==> src/rtl/cnt_bridge_pkg.sv <==
// Shared constants and types for the counter MMIO bridge.
// Register offsets are word indices taken from mem_addr[7:2].
package cnt_bridge_pkg;

  // Word offsets inside the 256-byte window
  localparam logic [5:0] OFF_CTRL   = 6'h00;  // byte 0x00
  localparam logic [5:0] OFF_COUNT  = 6'h01;  // byte 0x04
  localparam logic [5:0] OFF_SNAP   = 6'h02;  // byte 0x08
  localparam logic [5:0] OFF_STATUS = 6'h03;  // byte 0x0C
  localparam logic [5:0] OFF_CMP    = 6'h04;  // byte 0x10

  // CTRL bit positions
  localparam int CTRL_MODE_LSB = 0;
  localparam int CTRL_MODE_MSB = 1;
  localparam int CTRL_CMP_EN   = 4;
  localparam int CTRL_IRQ_EN   = 5;

  // Counter mode encodings (0 and 3 mean hold)
  localparam logic [1:0] MODE_UP   = 2'd1;
  localparam logic [1:0] MODE_DOWN = 2'd2;

  // Bus response FSM
  typedef enum logic {
    ST_IDLE = 1'b0,
    ST_ACK  = 1'b1
  } state_t;

  // Word offset of a byte address within the window
  function automatic logic [5:0] reg_offset(input logic [31:0] addr);
    return addr[7:2];
  endfunction

endpackage

==> src/rtl/cnt_bridge_match.sv <==
// Compare register, sticky match flag with write-1-to-clear, and the
// registered interrupt level derived from it.
module cnt_bridge_match
  import cnt_bridge_pkg::*;
(
  input  logic        clk,
  input  logic        reset,
  input  logic [3:0]  cmp_we,      // per-byte write enables for CMP
  input  logic [31:0] wdata,
  input  logic        clr_match,   // STATUS write with bit 0 set
  input  logic        cmp_en,
  input  logic        irq_en,
  input  logic [31:0] cnt_count,
  output logic [31:0] cmp_value,
  output logic        match,
  output logic        irq
);

  logic hit;

  // Exact 32-bit equality; wrap-around needs no special case
  assign hit = cmp_en && (cnt_count == cmp_value);

  // CMP register with byte-granular writes
  always_ff @(posedge clk) begin
    if (reset) begin
      cmp_value <= 32'h0;
    end else begin
      for (int b = 0; b < 4; b++) begin
        if (cmp_we[b]) cmp_value[b*8 +: 8] <= wdata[b*8 +: 8];
      end
    end
  end

  // Sticky match: a new hit takes priority over a same-cycle clear
  always_ff @(posedge clk) begin
    if (reset) begin
      match <= 1'b0;
    end else if (hit) begin
      match <= 1'b1;
    end else if (clr_match) begin
      match <= 1'b0;
    end
  end

  // Interrupt level follows the registered match by one cycle
  always_ff @(posedge clk) begin
    if (reset) begin
      irq <= 1'b0;
    end else begin
      irq <= match && irq_en;
    end
  end

endmodule

==> src/rtl/counter_mmio_bridge.sv <==
// PicoRV32 native-bus slave in front of the 32-bit up/down counter.
// Optional compare/interrupt block is built when CNT_BRIDGE_IRQ_EN is defined.
//
// Handshake: a request is accepted when mem_valid is high, the address hits
// the window and the FSM is IDLE. The following cycle (ACK) mem_ready is high
// for exactly one cycle with mem_rdata valid; the FSM then returns to IDLE for
// at least one cycle, so ACK never repeats back to back. Requests outside the
// window are never acknowledged.
module counter_mmio_bridge
  import cnt_bridge_pkg::*;
#(
  parameter logic [31:0] BASE_ADDR  = 32'h0200_0000,
  parameter logic [1:0]  RESET_MODE = 2'd1
) (
  input  logic        clk,
  input  logic        reset,
  input  logic        mem_valid,
  input  logic [31:0] mem_addr,
  input  logic [31:0] mem_wdata,
  input  logic [3:0]  mem_wstrb,
  output logic        mem_ready,
  output logic [31:0] mem_rdata,
  output logic [1:0]  cnt_mode,
  input  logic [31:0] cnt_count,
  output logic        irq,
  output state_t      dbg_state
);

  state_t      state, state_nx;
  logic        sel;
  logic        accept;
  logic        is_write;
  logic [5:0]  off;
  logic        wr_ctrl;
  logic [1:0]  mode_q;
  logic [31:0] snap_q;
  logic [31:0] rdata_q;
  logic [31:0] rd_data;
  logic [31:0] ctrl_rd;
  logic [31:0] status_rd;
  logic [31:0] cmp_rd;

  assign sel      = mem_valid && (mem_addr[31:8] == BASE_ADDR[31:8]);
  assign is_write = |mem_wstrb;
  assign off      = reg_offset(mem_addr);
  assign wr_ctrl  = accept && is_write && (off == OFF_CTRL) && mem_wstrb[0];

  // State register
  always_ff @(posedge clk) begin
    if (reset) state <= ST_IDLE;
    else       state <= state_nx;
  end

  // Next state and accept strobe
  always_comb begin
    state_nx = state;
    accept   = 1'b0;
    case (state)
      ST_IDLE: begin
        if (sel) begin
          state_nx = ST_ACK;
          accept   = 1'b1;
        end
      end
      ST_ACK:  state_nx = ST_IDLE;
      default: state_nx = ST_IDLE;
    endcase
  end

  assign mem_ready = (state == ST_ACK);
  assign mem_rdata = rdata_q;
  assign cnt_mode  = mode_q;
  assign dbg_state = state;

  // Read mux; COUNT returns the live counter at the accept edge
  always_comb begin
    rd_data = 32'h0;
    case (off)
      OFF_CTRL:   rd_data = ctrl_rd;
      OFF_COUNT:  rd_data = cnt_count;
      OFF_SNAP:   rd_data = snap_q;
      OFF_STATUS: rd_data = status_rd;
      OFF_CMP:    rd_data = cmp_rd;
      default:    rd_data = 32'h0;
    endcase
  end

  // Response data: captured on accept, zero outside the ACK cycle
  always_ff @(posedge clk) begin
    if (reset) begin
      rdata_q <= 32'h0;
    end else if (accept) begin
      rdata_q <= is_write ? 32'h0 : rd_data;
    end else if (state == ST_ACK) begin
      rdata_q <= 32'h0;
    end
  end

  // Snapshot loaded by every COUNT read
  always_ff @(posedge clk) begin
    if (reset) begin
      snap_q <= 32'h0;
    end else if (accept && !is_write && (off == OFF_COUNT)) begin
      snap_q <= cnt_count;
    end
  end

  // Mode field of CTRL drives the counter directly
  always_ff @(posedge clk) begin
    if (reset) begin
      mode_q <= RESET_MODE;
    end else if (wr_ctrl) begin
      mode_q <= mem_wdata[CTRL_MODE_MSB:CTRL_MODE_LSB];
    end
  end

`ifdef CNT_BRIDGE_IRQ_EN
  logic        cmp_en_q;
  logic        irq_en_q;
  logic [3:0]  cmp_we;
  logic        clr_match;
  logic [31:0] cmp_value;
  logic        match;
  logic        unused_ok;

  assign cmp_we    = (accept && (off == OFF_CMP)) ? mem_wstrb : 4'b0000;
  assign clr_match = accept && (off == OFF_STATUS) && mem_wstrb[0] && mem_wdata[0];

  // Compare and interrupt enables in CTRL
  always_ff @(posedge clk) begin
    if (reset) begin
      cmp_en_q <= 1'b0;
      irq_en_q <= 1'b0;
    end else if (wr_ctrl) begin
      cmp_en_q <= mem_wdata[CTRL_CMP_EN];
      irq_en_q <= mem_wdata[CTRL_IRQ_EN];
    end
  end

  cnt_bridge_match u_match (
    .clk       (clk),
    .reset     (reset),
    .cmp_we    (cmp_we),
    .wdata     (mem_wdata),
    .clr_match (clr_match),
    .cmp_en    (cmp_en_q),
    .irq_en    (irq_en_q),
    .cnt_count (cnt_count),
    .cmp_value (cmp_value),
    .match     (match),
    .irq       (irq)
  );

  assign ctrl_rd   = {26'h0, irq_en_q, cmp_en_q, 2'b00, mode_q};
  assign status_rd = {31'h0, match};
  assign cmp_rd    = cmp_value;
  assign unused_ok = &{1'b0, mem_addr[1:0]};
`else
  logic unused_ok;

  assign ctrl_rd   = {30'h0, mode_q};
  assign status_rd = 32'h0;
  assign cmp_rd    = 32'h0;
  assign irq       = 1'b0;
  assign unused_ok = &{1'b0, mem_addr[1:0], mem_wdata[31:2]};
`endif

endmodule

==> config.mk <==
export PLATFORM = sky130hd
export DESIGN_NAME = counter_mmio_bridge
export DESIGN_NICKNAME = d
export VERILOG_FILES = /design/src/rtl/cnt_bridge_pkg.sv /design/src/rtl/cnt_bridge_match.sv /design/src/rtl/counter_mmio_bridge.sv
export SDC_FILE = /design/constraint.sdc
export NUM_CORES = 1
export LEC_CHECK = 0
export CORE_UTILIZATION = 35
export CTS_BUF_LIST = sky130_fd_sc_hd__clkbuf_4 sky130_fd_sc_hd__clkbuf_8 sky130_fd_sc_hd__clkbuf_16
export DETAILED_ROUTE_END_ITERATION = 8
export HOLD_SLACK_MARGIN = 0.1
export PLACE_DENSITY = 0.69
export SLEW_MARGIN = 15
export SYNTH_ARGS = -nofsm -noshare
export SYNTH_HDL_FRONTEND = slang
export SYNTH_SLANG_ARGS = --single-unit
==> constraint.sdc <==
create_clock -name clk -period 2.1 [get_ports clk]
set_input_delay 0.315 -clock clk [delete_from_list [all_inputs] [get_ports clk]]
set_output_delay 0.315 -clock clk [all_outputs]
set_load 0.02 [all_outputs]
==> flow_summary_export.csv, run 1 <==
group,metric,value,unit
grt,met2_usage,31.9,%
grt,track_usage,19.3,%
critical_path,critical_path_arrival,2.23,ns
cells_and_area,final_common_cell,"clkdlybuf4s50_1",
grt,global_route.peak_usage_layer,"met2",
synth,synth_top_cell_by_area,"dfxtp_1",
sta,period_needed,1.95,ns
sta,setup_viol,0,
synth,synthesis.nets,433,
critical_path,worstSetupPathType,"input pin to register",
clock_network,cts_setup_buffers,0,
cells_and_area,fillers,819,
power_and_ir_drop,p_seq_share,44.6,%
clock_network,cts_sinks,67,
synth,synth.yosys.seq_area_share,41.2,%
cells_and_area,drive_gt1_share,11.6,%
detailed_routing,drt_wl_total,9.02,mm
floorplan,placementRows,34,
sta,fmax,0.514,GHz
grt,antenna_found_initial,0,
floorplan,start_util,36.8,%
synth,synth_area,0.00326,mm^2
detailed_routing,drtAntennaViolNets,0,
clock_network,cts_root_buf,"clkbuf_8",
run_status,status,"complete, but fails checks",
power_and_ir_drop,p_int,0.00224,W
detailed_routing,vias_per_cell,5.42,
power_and_ir_drop,clockPowerShare,46.4,%
sta,fin_ws,0.153,ns
clock_network,clock_latency,0.35,ns
sta,final_hold_viol_count,0,
detailed_routing,drt-wirelength-per-cell,16.5,um
synth,avgSynthCellArea,9.87,um^2
clock_network,htree_levels,3,
detailed_routing,drt_iter0_drc,118,
floorplan,io_pins,140,
grt,grt_max_degree,51,
place,port_buffers,106,
critical_path,start_kind,"input pin",
sta,tns,0,ns
cells_and_area,finish.net_count,536,
grt,met1_usage,24.7,%
hold_path,hp-class,"input pin to register",
place,hpwl,6.07,mm
sta,worstMarginPinSlew,0.599,ns
power_and_ir_drop,leakage,1.55,nW
cells_and_area,areaGrowthSynthToFinish,46.2,%
synth,syn_inst,330,
synth,synth_top_area_share,41.2,%
clock_network,cts_resized,0,
grt,first_global_vias,2957,
floorplan,die_w,98.5,um
grt,grt_first_pass_wirelength,14.5,mm
cells_and_area,finish.instance_area,0.00476,mm^2
synth,synth_area_leaders,"dfxtp_1 41%, nand2b_1 13%, mux2i_1 11%",
clock_network,cts_buffers,9,
power_and_ir_drop,swShare,21.3,%
critical_path,reg2reg_slack,0.40,ns
clock_network,hold_buffers,0,
detailed_routing,first_pass_iters,7,
sta,finClkSkew,0.00855,ns
grt,gr-usage-met3,3.48,%
power_and_ir_drop,peakVddDrop,288,uV
critical_path,path_delay_family,"simple AND/OR/NAND/NOR gates",
clock_network,cts_buffer_depth,2,
sta,drv_slew,0,
sta,rsz0062_at_grt,"false",
floorplan,coreArea,0.00885,mm^2
power_and_ir_drop,power_switching,0.000607,W
place,postPlaceCellArea,0.00451,mm^2
critical_path,slowest_stage,"or4_4",
floorplan,die_h,98.5,um
synth,ys_warn_count,0,
place,place_congestion,0.748,
run_status,violations,"design-rule violations",
cells_and_area,diodes,0,
critical_path,critPathCaptureType,"register",
synth,synth_cell_types,28,
power_and_ir_drop,p_per_area,598,mW/mm^2
critical_path,cp.required,2.38,ns
clock_network,cts_tree,"built",
detailed_routing,vias,2962,
cells_and_area,final_cell_mix,"105 x clkdlybuf4s50_1, 67 x nand2b_1, 67 x dfxtp_1",
critical_path,critPathMaxFanout,23,
clock_network,cts.clk_slew.worst_paths,0.08,ns
synth,synth-seq-cells,67,
grt,grt_overflow_total,0,
floorplan,die_area,0.00970,mm^2
power_and_ir_drop,comb_power_share,9.0,%
critical_path,crit_buf_inv,2,
sta,maxSlewHeadroom,60.0,%
critical_path,cp_slowest_stage_delay,0.59,ns
place,place_ws,-0.236,ns
flow_run,drv_cap,0,
sta,hold_ws,0.377,ns
sta,min_period_over_period,92.7,%
detailed_routing,drc_errors,7,
critical_path,crit_chain,"clkdlybuf4s50_1 > or4_4 > nor2b_4 > nor4b_4 > buf_12 > mux2i_1",
==> worst paths after layout <==
kind | depth (start not counted) | start | end
max | 6 | mem_addr[5] | snap_q[11]
min | 2 | reset | dbg_state
max reg2reg | 4 | dbg_state | mem_rdata[8]
min reg2reg | 2 | snap_q[0] | snap_q[0]
==> kinds of logic after synthesis <==
group	after synthesis	synth area share, %
compound gates	97	22.2
buf+inv	35	5.49
flops	67	41.2
mux	36	11.1
other cells	1	0.115
simple gates	94	19.9
==> through the flow <==
step,power [W],std cells,utilization (%)
floorplan,0.00138,330,-
global placement,0.00155,530,51.0
detailed placement,0.00155,530,51.0
CTS,0.00287,546,53.7
global route,0.00293,546,53.8
finish,0.00285,546,53.8
==> cell usage after synthesis, drive strengths merged <==
library cell,n
dlygate4sd1,2
dfxtp,67
nor2,8
mux2i,36
nand2b,67
a22oi,30
nor3,1
or2,2
a21oi,2
a211o,1
nor3b,1
nor2b,2
nor4b,2
buf,11
o31ai,32
o211ai,32
clkbuf,22
or4,1
nor4,6
or3b,1
nand2,1
nand4,2
conb,1
==> worst reg2reg max path: cells and delay by family, from the launching register on <==
family                 cells  cell delay [ns]
AND/OR/NAND/NOR            2             0.76
buffers and inverters      1             0.27
AO/OA/AOI/OAI              1             0.28
flip-flops                 1             0.32
==> sequential cells by signal, indices dropped and copies added, names as in the netlist <==
signal	flops
mem_rdata	32
snap_q	32
cnt_mode	2
dbg_state	1
==> final cells by class <==
class                      count  area, um^2  area share [%]
clock inverter                 6         113            2.36
clock buffer                  10         131            2.76
multi-input combinational    228        1750            36.8
timing repair buffer         127        1290            27.1
tap                          108         135            2.84
sequential                    67        1340            28.2
==> metal layers <==
layer | vias to the layer above | wire length (um)
met5 | - | 0
met4 | 0 | 194
met3 | 17 | 426
met2 | 105 | 4250
met1 | 1417 | 4150
li1 | 1423 | -
==> power by group through the flow <==
stage / Sequential, W / Combinational, W / Clock (W)
after global placement: 0.00130 / 0.000250 / 0
after detailed placement: 0.00130 / 0.000254 / 0
after global routing: 0.00127 / 0.000273 / 0.00139
after CTS: 0.00127 / 0.000256 / 0.00134
after floorplan: 0.00130 / 0.0000777 / 0
final: 0.00127 / 0.000255 / 0.00132
Note: power is estimated with default switching activity, not from simulation.
==> run 2, diff against run 1 <==
--- a/config.mk
+++ b/config.mk
@@ -8,6 +8,7 @@
 export CORE_UTILIZATION = 35
 export CTS_BUF_LIST = sky130_fd_sc_hd__clkbuf_4 sky130_fd_sc_hd__clkbuf_8 sky130_fd_sc_hd__clkbuf_16
 export DETAILED_ROUTE_END_ITERATION = 8
+export GPL_ROUTABILITY_DRIVEN = 0
 export HOLD_SLACK_MARGIN = 0.1
 export PLACE_DENSITY = 0.69
 export SLEW_MARGIN = 15
==> results of run 2 <==
Final layout, timing and power as in run 1 (identical DEF).
==> run 3, diff against run 2 <==
--- a/config.mk
+++ b/config.mk
@@ -8,9 +8,10 @@
 export CORE_UTILIZATION = 35
 export CTS_BUF_LIST = sky130_fd_sc_hd__clkbuf_4 sky130_fd_sc_hd__clkbuf_8 sky130_fd_sc_hd__clkbuf_16
 export DETAILED_ROUTE_END_ITERATION = 8
+export DONT_BUFFER_PORTS = 1
 export GPL_ROUTABILITY_DRIVEN = 0
-export HOLD_SLACK_MARGIN = 0.1
-export PLACE_DENSITY = 0.69
+export HOLD_SLACK_MARGIN = 0.02
+export PLACE_DENSITY = 0.5
 export SLEW_MARGIN = 15
 export SYNTH_ARGS = -nofsm -noshare
 export SYNTH_HDL_FRONTEND = slang
==> run 3 against run 2 <==
The flow still finishes with violations (design-rule violations). First-iteration DRC count is 20% lower. Routed wire length is 6.9% lower. Critical path depth is 1 lower. Combinational power is 69% lower. Critical path type is now register to register. Largest cell class unchanged. Largest power group is now registers. Highest routed layer unchanged.
==> flow_summary_export.csv, run 3 (synthesis gave the netlist of run 1 again) <==
group,metric,value,unit
sta,setup_viol,0,
grt,antenna_found_initial,0,
clock_network,cts_buffers,9,
sta,rsz0062_at_grt,"false",
hold_path,hold_start,"reset",
floorplan,io_pins,140,
power_and_ir_drop,p_per_area,714,mW/mm^2
run_status,violations,"design-rule violations",
clock_network,clock_latency,0.34,ns
clock_network,cts_sinks,67,
critical_path,worstSetupPathType,"register to register",
place,postPlaceCellArea,0.00335,mm^2
floorplan,die_w,98.5,um
floorplan,placementRows,34,
grt,met1_usage,22.6,%
floorplan,die_area,0.00970,mm^2
critical_path,crit_start,"dbg_state",
grt,grt_max_degree,72,
sta,fin_ws,0.208,ns
grt,grt_first_pass_wirelength,13.3,mm
critical_path,cp.required,2.36,ns
critical_path,crit_chain,"nor4_1 > nand2b_1 > nor4b_4 > buf_4 > mux2i_1",
critical_path,critical_path_arrival,2.15,ns
power_and_ir_drop,power_switching,0.000551,W
sta,fmax,0.529,GHz
clock_network,cts_resized,0,
grt,gr-usage-met3,6.67,%
detailed_routing,drtAntennaViolNets,0,
floorplan,coreArea,0.00885,mm^2
flow_run,drv_cap,0,
grt,first_global_vias,2531,
place,hpwl,5.56,mm
detailed_routing,drc_errors,4,
critical_path,path_delay_family,"simple AND/OR/NAND/NOR gates",
critical_path,worstReg2RegStart,"dbg_state",
grt,global_route.peak_usage_layer,"met2",
floorplan,die_h,98.5,um
detailed_routing,vias_per_cell,5.67,
power_and_ir_drop,clockPowerShare,47.1,%
sta,drv_slew,0,
grt,met2_usage,28.5,%
power_and_ir_drop,swShare,21.6,%
grt,grt_overflow_total,0,
critical_path,start_kind,"register",
critical_path,critPathMaxFanout,16,
power_and_ir_drop,comb_power_share,3.1,%
power_and_ir_drop,peakVddDrop,298,uV
clock_network,cts_buffer_depth,2,
clock_network,cts_root_buf,"clkbuf_8",
power_and_ir_drop,p_int,0.00200,W
grt,track_usage,17.9,%
cells_and_area,finish.instance_area,0.00357,mm^2
sta,hold_ws,0.0769,ns
power_and_ir_drop,leakage,1.09,nW
clock_network,cts_setup_buffers,0,
cells_and_area,diodes,0,
sta,min_period_over_period,90.1,%
run_status,status,"complete, but fails checks",
place,place_ws,0.170,ns
cells_and_area,areaGrowthSynthToFinish,9.60,%
detailed_routing,vias,2471,
cells_and_area,drive_gt1_share,13.7,%
hold_path,hp-class,"input pin to register",
critical_path,critPathCaptureType,"register",
power_and_ir_drop,totalPowerFinal,0.00255,W
clock_network,htree_levels,3,
detailed_routing,drt_wl_total,8.39,mm
critical_path,crit_buf_inv,1,
place,port_buffers,0,
sta,maxSlewHeadroom,64.2,%
sta,tns,0,ns
floorplan,start_util,36.8,%
cells_and_area,finish.net_count,426,
sta,final_hold_viol_count,0,
critical_path,slowest_stage,"nor4_1",
detailed_routing,drt-wirelength-per-cell,19.2,um
critical_path,cp_slowest_stage_delay,0.51,ns
power_and_ir_drop,p_seq_share,49.8,%
sta,worstMarginPinSlew,0.533,ns
detailed_routing,first_pass_iters,8,
clock_network,cts.clk_slew.worst_paths,0.07,ns
clock_network,cts_tree,"built",
sta,finClkSkew,0.00598,ns
detailed_routing,drt_iter0_drc,94,
sta,period_needed,1.89,ns
cells_and_area,final_cell_mix,"67 x nand2b_1, 67 x dfxtp_1, 36 x mux2i_1",
clock_network,hold_buffers,0,
-- run 3: changes by cell type in the layout (fill, tap and decap cells not counted) --
cell / delta
clkdlybuf4s50_1: -105
buf_12: -6
buf_4: +2
clkinvlp_4: +2
buf_2: -1
bufinv_16: -1
clkinv_4: -1
nor4_1: +1
nor4_2: -1
-- run 3: per-stage QoR --
stage | std cells | utilization (%)
2_1_floorplan | 330 | -
3_3_place_gp | 420 | 37.9
3_5_place_dp | 420 | 37.9
4_1_cts | 436 | 40.4
5_1_grt | 436 | 40.4
6_report | 436 | 40.4
-- run 3: path summary, 6_finish.rpt --
| check | depth (start not counted) | endpoint | slack, ns |
|---|---|---|---|
| max reg2reg | 5 | snap_q[4] | 0.21 |
| max | 5 | snap_q[4] | 0.21 |
| min reg2reg | 2 | snap_q[17] | 0.47 |
| min | 1 | dbg_state | 0.08 |
-- run 3: layout make-up --
| class | count | area [um^2] |
|---|---|---|
| clock inverter | 6 | 88.8 |
| fill | 878 | 5280 |
| clock buffer | 10 | 131 |
| timing repair buffer | 17 | 128 |
| multi-input combinational | 228 | 1750 |
| sequential | 67 | 1340 |
| tap | 108 | 135 |
-- run 3: worst register-to-register path: stages, from the launching register on --
cell      delay [ns]
dfxtp_1         0.31
nor4_1          0.51
nand2b_1        0.17
nor4b_4         0.25
buf_4           0.34
mux2i_1         0.23
-- run 3: power by group through the flow --
stage	clock, W	sequential, W	combinational [W]
2_1_floorplan	0	0.00130	0.0000777
3_3_place_gp	0	0.00130	0.0000796
4_1_cts	0.00124	0.00127	0.0000814
6_report	0.00120	0.00127	0.0000799
3_5_place_dp	0	0.00130	0.0000810
5_1_grt	0.00130	0.00127	0.0000877
-- run 3: per-layer routing --
layer  up-vias  share of wire (%)  routed length, um
met3         8                9.2                775
met2        83                 45               3760
met4         0                1.1                 95
met5         -                  0                  0
met1      1177                 45               3760
li1       1203                  -                  -
